==> config.mk <==
export PLATFORM = sky130hd
export DESIGN_NAME = mem_bus_arbiter
export DESIGN_NICKNAME = d
export VERILOG_FILES = /design/src/rtl/mem_bus_arbiter_pkg.sv /design/src/rtl/mem_bus_arbiter_bus_wait_timer.sv /design/src/rtl/mem_bus_arbiter.sv
export SDC_FILE = /design/constraint.sdc
export NUM_CORES = 1
export LEC_CHECK = 0
export ABC_AREA = 0
export ABC_CLOCK_PERIOD_IN_PS = 4000
export BUFFER_PORTS_ARGS = -buffer_cell sky130_fd_sc_hd__buf_2
export CAP_MARGIN = 20
export CORE_MARGIN = 2
export CORE_UTILIZATION = 50
export CTS_CLUSTER_DIAMETER = 150
export DETAILED_ROUTE_END_ITERATION = 8
export GPL_TIMING_DRIVEN = 0
export PLACE_DENSITY_LB_ADDON = 0.05
export SYNTH_ARGS = -nofsm -noshare
export SYNTH_HDL_FRONTEND = slang
export SYNTH_SLANG_ARGS = --single-unit
export TNS_END_PERCENT = 50
==> constraint.sdc <==
create_clock -name clk -period 4 [get_ports clk]
set_clock_uncertainty 0.05 [all_clocks]
set_input_delay 1 -clock clk [delete_from_list [all_inputs] [get_ports clk]]
set_output_delay 1 -clock clk [all_outputs]
set_load 0.005 [all_outputs]
==> src/rtl/mem_bus_arbiter_pkg.sv <==
`default_nettype none
// ============================================================================
// Module  : mem_bus_arbiter_pkg
// Purpose : Shared state encoding, timeout default and command record for
//           the fetch/data memory bus arbiter.
// Rev     : 1.0
// ============================================================================
package mem_bus_arbiter_pkg;

  typedef enum logic [1:0] {
    ST_IDLE    = 2'd0,
    ST_IF_BUSY = 2'd1,
    ST_D_BUSY  = 2'd2
  } arb_state_e;

  localparam int unsigned TIMEOUT_CYC_DEFAULT = 16;
  localparam int unsigned WAIT_CNT_W          = 5;
  localparam logic [3:0]  FETCH_BE            = 4'hF;

  typedef struct packed {
    logic        we;
    logic [31:0] addr;
    logic [31:0] wdata;
    logic [3:0]  be;
  } mem_cmd_t;

  function automatic mem_cmd_t make_cmd(input logic        we,
                                        input logic [31:0] addr,
                                        input logic [31:0] wdata,
                                        input logic [3:0]  be);
    mem_cmd_t cmd;
    cmd.we    = we;
    cmd.addr  = addr;
    cmd.wdata = wdata;
    cmd.be    = be;
    return cmd;
  endfunction

endpackage
`default_nettype wire

==> src/rtl/mem_bus_arbiter_bus_wait_timer.sv <==
`default_nettype none
// ============================================================================
// Module  : mem_bus_arbiter_bus_wait_timer
// Purpose : Per-transaction wait counter; flags the last allowed busy cycle
//           that passes without a memory ready.
// Rev     : 1.0
// ============================================================================
module mem_bus_arbiter_bus_wait_timer
  import mem_bus_arbiter_pkg::*;
#(
  parameter int unsigned LIMIT = TIMEOUT_CYC_DEFAULT
) (
  input  logic clk,
  input  logic rst_n,
  input  logic i_clear,
  input  logic i_enable,
  output logic o_expire
);

  localparam logic [WAIT_CNT_W-1:0] LAST = WAIT_CNT_W'(LIMIT - 1);

  logic [WAIT_CNT_W-1:0] cnt_q;
  logic [WAIT_CNT_W-1:0] cnt_d;

  always_comb begin
    cnt_d = cnt_q;
    if (i_clear) begin
      cnt_d = '0;
    end else if (i_enable) begin
      cnt_d = cnt_q + 1'b1;
    end
  end

  always_ff @(posedge clk or negedge rst_n) begin
    if (!rst_n) begin
      cnt_q <= '0;
    end else begin
      cnt_q <= cnt_d;
    end
  end

  assign o_expire = i_enable & (cnt_q == LAST);

endmodule
`default_nettype wire

==> src/rtl/mem_bus_arbiter.sv <==
`default_nettype none
// ============================================================================
// Module  : mem_bus_arbiter
// Purpose : Shares one single-port memory between instruction fetch and
//           MEM-stage data accesses; data wins, one transaction in flight.
// Rev     : 1.0
// ============================================================================
module mem_bus_arbiter
  import mem_bus_arbiter_pkg::*;
#(
  parameter int unsigned TIMEOUT_CYC = TIMEOUT_CYC_DEFAULT
) (
  input  logic        clk,
  input  logic        rst_n,
  input  logic        i_if_req,
  input  logic [31:0] i_if_addr,
  output logic [31:0] o_if_rdata,
  output logic        o_if_valid,
  input  logic        i_d_req,
  input  logic        i_d_we,
  input  logic [31:0] i_d_addr,
  input  logic [31:0] i_d_wdata,
  input  logic [3:0]  i_d_be,
  output logic [31:0] o_d_rdata,
  output logic        o_d_valid,
  output logic        o_mem_req,
  output logic        o_mem_we,
  output logic [31:0] o_mem_addr,
  output logic [31:0] o_mem_wdata,
  output logic [3:0]  o_mem_be,
  input  logic        i_mem_ready,
  input  logic [31:0] i_mem_rdata,
  output logic        o_bus_block,
  output logic        o_d_block,
  output logic        o_bus_err
);

  arb_state_e  state_q,    state_d;
  mem_cmd_t    cmd_q,      cmd_d;
  logic        mem_req_q,  mem_req_d;
  logic [31:0] if_rdata_q, if_rdata_d;
  logic        if_valid_q, if_valid_d;
  logic [31:0] d_rdata_q,  d_rdata_d;
  logic        d_valid_q,  d_valid_d;
  logic        bus_err_q,  bus_err_d;

  logic w_busy;
  logic w_complete;
  logic w_arb;
  logic w_expire;
  logic w_grant_data;
  logic w_grant_fetch;

  assign w_busy     = (state_q != ST_IDLE);
  assign w_complete = w_busy & i_mem_ready;
  assign w_arb      = (state_q == ST_IDLE) | w_complete;

  mem_bus_arbiter_bus_wait_timer #(
    .LIMIT (TIMEOUT_CYC)
  ) u_wait_timer (
    .clk      (clk),
    .rst_n    (rst_n),
    .i_clear  (w_grant_data | w_grant_fetch),
    .i_enable (w_busy & ~i_mem_ready),
    .o_expire (w_expire)
  );

  always_comb begin
    state_d       = state_q;
    cmd_d         = cmd_q;
    mem_req_d     = mem_req_q;
    if_rdata_d    = if_rdata_q;
    d_rdata_d     = d_rdata_q;
    if_valid_d    = 1'b0;
    d_valid_d     = 1'b0;
    bus_err_d     = 1'b0;
    w_grant_data  = 1'b0;
    w_grant_fetch = 1'b0;

    if (w_complete) begin
      if (state_q == ST_IF_BUSY) begin
        if_rdata_d = i_mem_rdata;
        if_valid_d = 1'b1;
      end else begin
        if (!cmd_q.we) begin
          d_rdata_d = i_mem_rdata;
        end
        d_valid_d = 1'b1;
      end
    end

    if (w_expire) begin
      state_d   = ST_IDLE;
      mem_req_d = 1'b0;
      bus_err_d = 1'b1;
    end

    // The requester being completed still holds its request until it sees its
    // valid pulse, so it is excluded here to avoid serving it twice.
    if (w_arb) begin
      w_grant_data  = i_d_req & (state_q != ST_D_BUSY);
      w_grant_fetch = i_if_req & (state_q != ST_IF_BUSY) & ~w_grant_data;
      if (w_grant_data) begin
        state_d   = ST_D_BUSY;
        mem_req_d = 1'b1;
        cmd_d     = make_cmd(i_d_we, i_d_addr, i_d_wdata, i_d_be);
      end else if (w_grant_fetch) begin
        state_d   = ST_IF_BUSY;
        mem_req_d = 1'b1;
        cmd_d     = make_cmd(1'b0, i_if_addr, 32'h0, FETCH_BE);
      end else begin
        state_d   = ST_IDLE;
        mem_req_d = 1'b0;
      end
    end
  end

  always_ff @(posedge clk or negedge rst_n) begin
    if (!rst_n) begin
      state_q    <= ST_IDLE;
      cmd_q      <= '0;
      mem_req_q  <= 1'b0;
      if_rdata_q <= '0;
      if_valid_q <= 1'b0;
      d_rdata_q  <= '0;
      d_valid_q  <= 1'b0;
      bus_err_q  <= 1'b0;
    end else begin
      state_q    <= state_d;
      cmd_q      <= cmd_d;
      mem_req_q  <= mem_req_d;
      if_rdata_q <= if_rdata_d;
      if_valid_q <= if_valid_d;
      d_rdata_q  <= d_rdata_d;
      d_valid_q  <= d_valid_d;
      bus_err_q  <= bus_err_d;
    end
  end

  assign o_mem_req   = mem_req_q;
  assign o_mem_we    = cmd_q.we;
  assign o_mem_addr  = cmd_q.addr;
  assign o_mem_wdata = cmd_q.wdata;
  assign o_mem_be    = cmd_q.be;
  assign o_if_rdata  = if_rdata_q;
  assign o_if_valid  = if_valid_q;
  assign o_d_rdata   = d_rdata_q;
  assign o_d_valid   = d_valid_q;
  assign o_bus_err   = bus_err_q;
  assign o_bus_block = i_if_req & ~if_valid_q;
  assign o_d_block   = i_d_req & ~d_valid_q;

endmodule
`default_nettype wire

==> metrics.log <==
INFO  metric postCtsHoldBufs = 0
INFO  metric critical_path.max_stage_delay = 360 ps
INFO  metric timing.final.crit_share = 73.3%
INFO  metric stdcell_count = a little over 900
INFO  metric asyncSetResetFlopFracSynth = 100%
INFO  metric clk_latency = 420 ps
INFO  metric rsz0062_at_grt = no
INFO  metric clock_tree_from_tritoncts = done
INFO  metric yosys.cell_types.count = 35
INFO  metric drt.antenna.violating_nets = 0
INFO  metric synth_compound_area_share = 17.9%
INFO  metric route.detailed.wl_per_inst = about 18 um
INFO  metric post-route-min-period = 2930 ps
INFO  metric ys_seq_elements = about 140
INFO  metric row_count = 40
INFO  metric detail_route.wirelength = roughly 17000 um
INFO  metric drt_pre_antenna_iters = 5
INFO  metric area_growth = 36.2%
INFO  metric core_area = 11900 um2
INFO  metric post_synth_xor_area_fraction = less than 1%
INFO  metric die_h = around 110 um
INFO  metric number_of_buffers_created_by_cts = 17
INFO  metric grt_max_degree = 87
INFO  metric critPathBufInv = 4
INFO  metric critPathSlowestCell = sky130_fd_sc_hd__clkbuf_1
INFO  metric cts.htree.levels = 4
INFO  metric mostFrequentLayoutCell = sky130_fd_sc_hd__buf_2
INFO  metric vias_per_cell = 5.72
INFO  metric syn_area = 6020 um2
INFO  metric cts_buffer_depth = 2
INFO  metric synth-simple-area-share = 5.16%
INFO  metric chipWidth = about 110 um
INFO  metric outcome = finished, final reports clean
INFO  metric die_area = between 10000 and 15000 um2
INFO  metric post_synth_fa_ha_maj_area_fraction = 0.416%
INFO  metric via_count_of_the_first_global_routing_pass = 5359
INFO  metric cp.arrival = 1880 ps
INFO  metric timing.critical_path.fanout_max = 10
INFO  metric report.final.setup_viol = 0
INFO  metric hold-worst-slack = 432 ps
INFO  metric required = 2950 ps
INFO  metric finalSetupTns = 0 ps
INFO  metric drt_iter0_markers = 382
INFO  metric io_buffer_count = 276
INFO  metric max-slew-margin-rel = 62.4%
INFO  metric synth_warnings = 0
INFO  metric grt_pass1_wl = around 27000 um
INFO  metric max_freq = 0.341 GHz
INFO  metric layout.cells.most_common_list = sky130_fd_sc_hd__buf_2 (292), sky130_fd_sc_hd__dfrtp_1 (144), sky130_fd_sc_hd__mux2_2 (63)
INFO  metric p_leak = 4.02 nW
INFO  metric cp_cell_sequence = buf_2 -> inv_1 -> clkbuf_1 -> nor2_1 -> buf_2
INFO  metric gr-usage-all-layers = 26.5%
INFO  metric post_cts_resized = 0
INFO  metric num-nets-final = ~910
INFO  metric routabilityCongestion = 0.877
INFO  metric worstSetupStartpointType = primary input
INFO  metric synth_enable_flop_cells = 0
INFO  metric worstSetupEndpointType = primary output
INFO  metric tightestPinTransition = 565 ps
INFO  metric seq_area = 3600 um2
INFO  metric yosys_most_used_dff = sky130_fd_sc_hd__dfrtp_1
INFO  metric total_of_fill_cells_in_the_finished_design = 947
INFO  metric ir_worst_vdd = 0.447 mV
INFO  metric initial_util = 50.7%
INFO  metric insertedDiodeCount = 0
INFO  metric post-place-cells = ~900
INFO  metric gr-total-overflow = 0
INFO  metric detail_route.drc_violations = 0
INFO  metric post-cts-setup-buffers = 0
INFO  metric floorplan.io_pins = 277
INFO  metric drv.max_cap_violation_count = 0
INFO  metric synth_cells = 477
INFO  metric synth_mux_area_share = 12.0%
INFO  metric worstSetupPathType = in2out
INFO  metric ys_seq_area_share = 59.9%
INFO  metric p_per_area = 787 nW/um2
INFO  metric dp.final_hpwl = 12400 um
INFO  metric path_delay_family = buffers and inverters
INFO  metric clock_sinks = 144
INFO  metric routed-via-count = 5341
INFO  metric layout.core_utilization = 69.1%
INFO  metric clk_transition_reported_paths = 60 ps
INFO  metric critPathMostFrequentCell = sky130_fd_sc_hd__buf_2
INFO  metric slew_violations = 0
INFO  metric antenna_violations_before_repair = 0
INFO  metric multiInputGateArea = between 2000 and 2500 um2
INFO  metric timing_hold_violations_final = 0
INFO  metric class_of_the_worst_hold_path = reg2reg
INFO  metric syn_nets = 617
INFO  metric synth.avg_cell_area = 12.6 um2
INFO  metric post_route_cells_drive_above_1_share = 50.6%
INFO  metric largest_family_of_logic_cells_by_synthesized_area = compound AO/OA/AOI/OAI gates
INFO  metric clock-root-buffer = sky130_fd_sc_hd__clkbuf_16
[routing by layer]
| metal | wire [um] | GRT usage [%] | vias to the layer above |
|---|---|---|---|
| met5 | 0 | 0 | - |
| met4 | 419 | 10.5 | 0 |
| met3 | 1510 | 8.71 | 39 |
| met2 | 8280 | 42.6 | 287 |
| met1 | 6830 | 33.6 | 2611 |
| li1 | - | - | 2404 |
[per-stage QoR]
step | setup WS [ps] | power (mW) | area, um2
6_report | 1070 | 6.45 | 8190
5_1_grt | 990 | 6.83 | 8190
4_1_cts | 1080 | 6.48 | 8190
3_5_place_dp | 1100 | 4.91 | 7620
3_3_place_gp | -53.0 | 4.82 | 7580
2_1_floorplan | 1530 | 3.76 | 6020
[registers in the layout, indices dropped and copies added, names as in the netlist]
name                count
state_q                 2
o_mem_req               1
o_bus_err               1
u_wait_timer.cnt_q      5
o_d_valid               1
o_if_rdata             32
o_d_rdata              32
o_mem_wdata            32
o_if_valid              1
o_mem_be                4
o_mem_addr             32
o_mem_we                1
[final cells by class]
cell class              count  share of cell area [%]
flip-flops and latches    144                    44.0
clock buffers              19                    5.41
well taps                 147                    2.24
clock inverters            13                    1.65
plain buffers              50                    2.96
repair buffers            277                    17.3
inverters                   8                   0.366
multi-input cells         275                    26.1
[final timing paths]
path	startpoint	to	slack, ps	depth (start not counted)
max reg2reg	state_q[1]	o_d_rdata[16]	2120	6
min	o_mem_req	o_mem_req	430	1
min reg2reg	o_mem_req	o_mem_req	430	1
max	i_d_req	o_d_block	1070	5
max in group asynchronous	rst_n	o_mem_addr[25]	2580	2
min in group asynchronous	rst_n	o_if_rdata[10]	510	1
[synth_stat cells, types with 4 or more instances]
library cell,instances,share of area (%)
sky130_fd_sc_hd__o21ai_0,33,2.7
sky130_fd_sc_hd__mux2_2,63,12
sky130_fd_sc_hd__nand3_1,33,2.7
sky130_fd_sc_hd__a22o_1,35,5.1
sky130_fd_sc_hd__a31oi_1,32,3.3
sky130_fd_sc_hd__clkbuf_1,27,1.7
sky130_fd_sc_hd__nand2_1,7,0.44
sky130_fd_sc_hd__buf_2,17,1.4
sky130_fd_sc_hd__nand2b_1,4,0.42
sky130_fd_sc_hd__a221oi_1,32,4.7
sky130_fd_sc_hd__inv_1,8,0.50
sky130_fd_sc_hd__dfrtp_1,144,60
[cell families after synthesis]
logic type | count (synthesis)
flip-flops | 144
AND/OR/NAND/NOR | 60
multiplexers | 64
XOR/XNOR | 1
adder cells (fa/ha/maj) | 2
buffers and inverters | 58
AO/OA/AOI/OAI | 148
[report_power, final]
group | switching [mW] | internal [mW]
clock | 0.616 | 0.934
combinational | 1.16 | 1.21
sequential | 0.371 | 2.15
total | 2.15 | 4.30
Power figures use the tool's default switching activity.
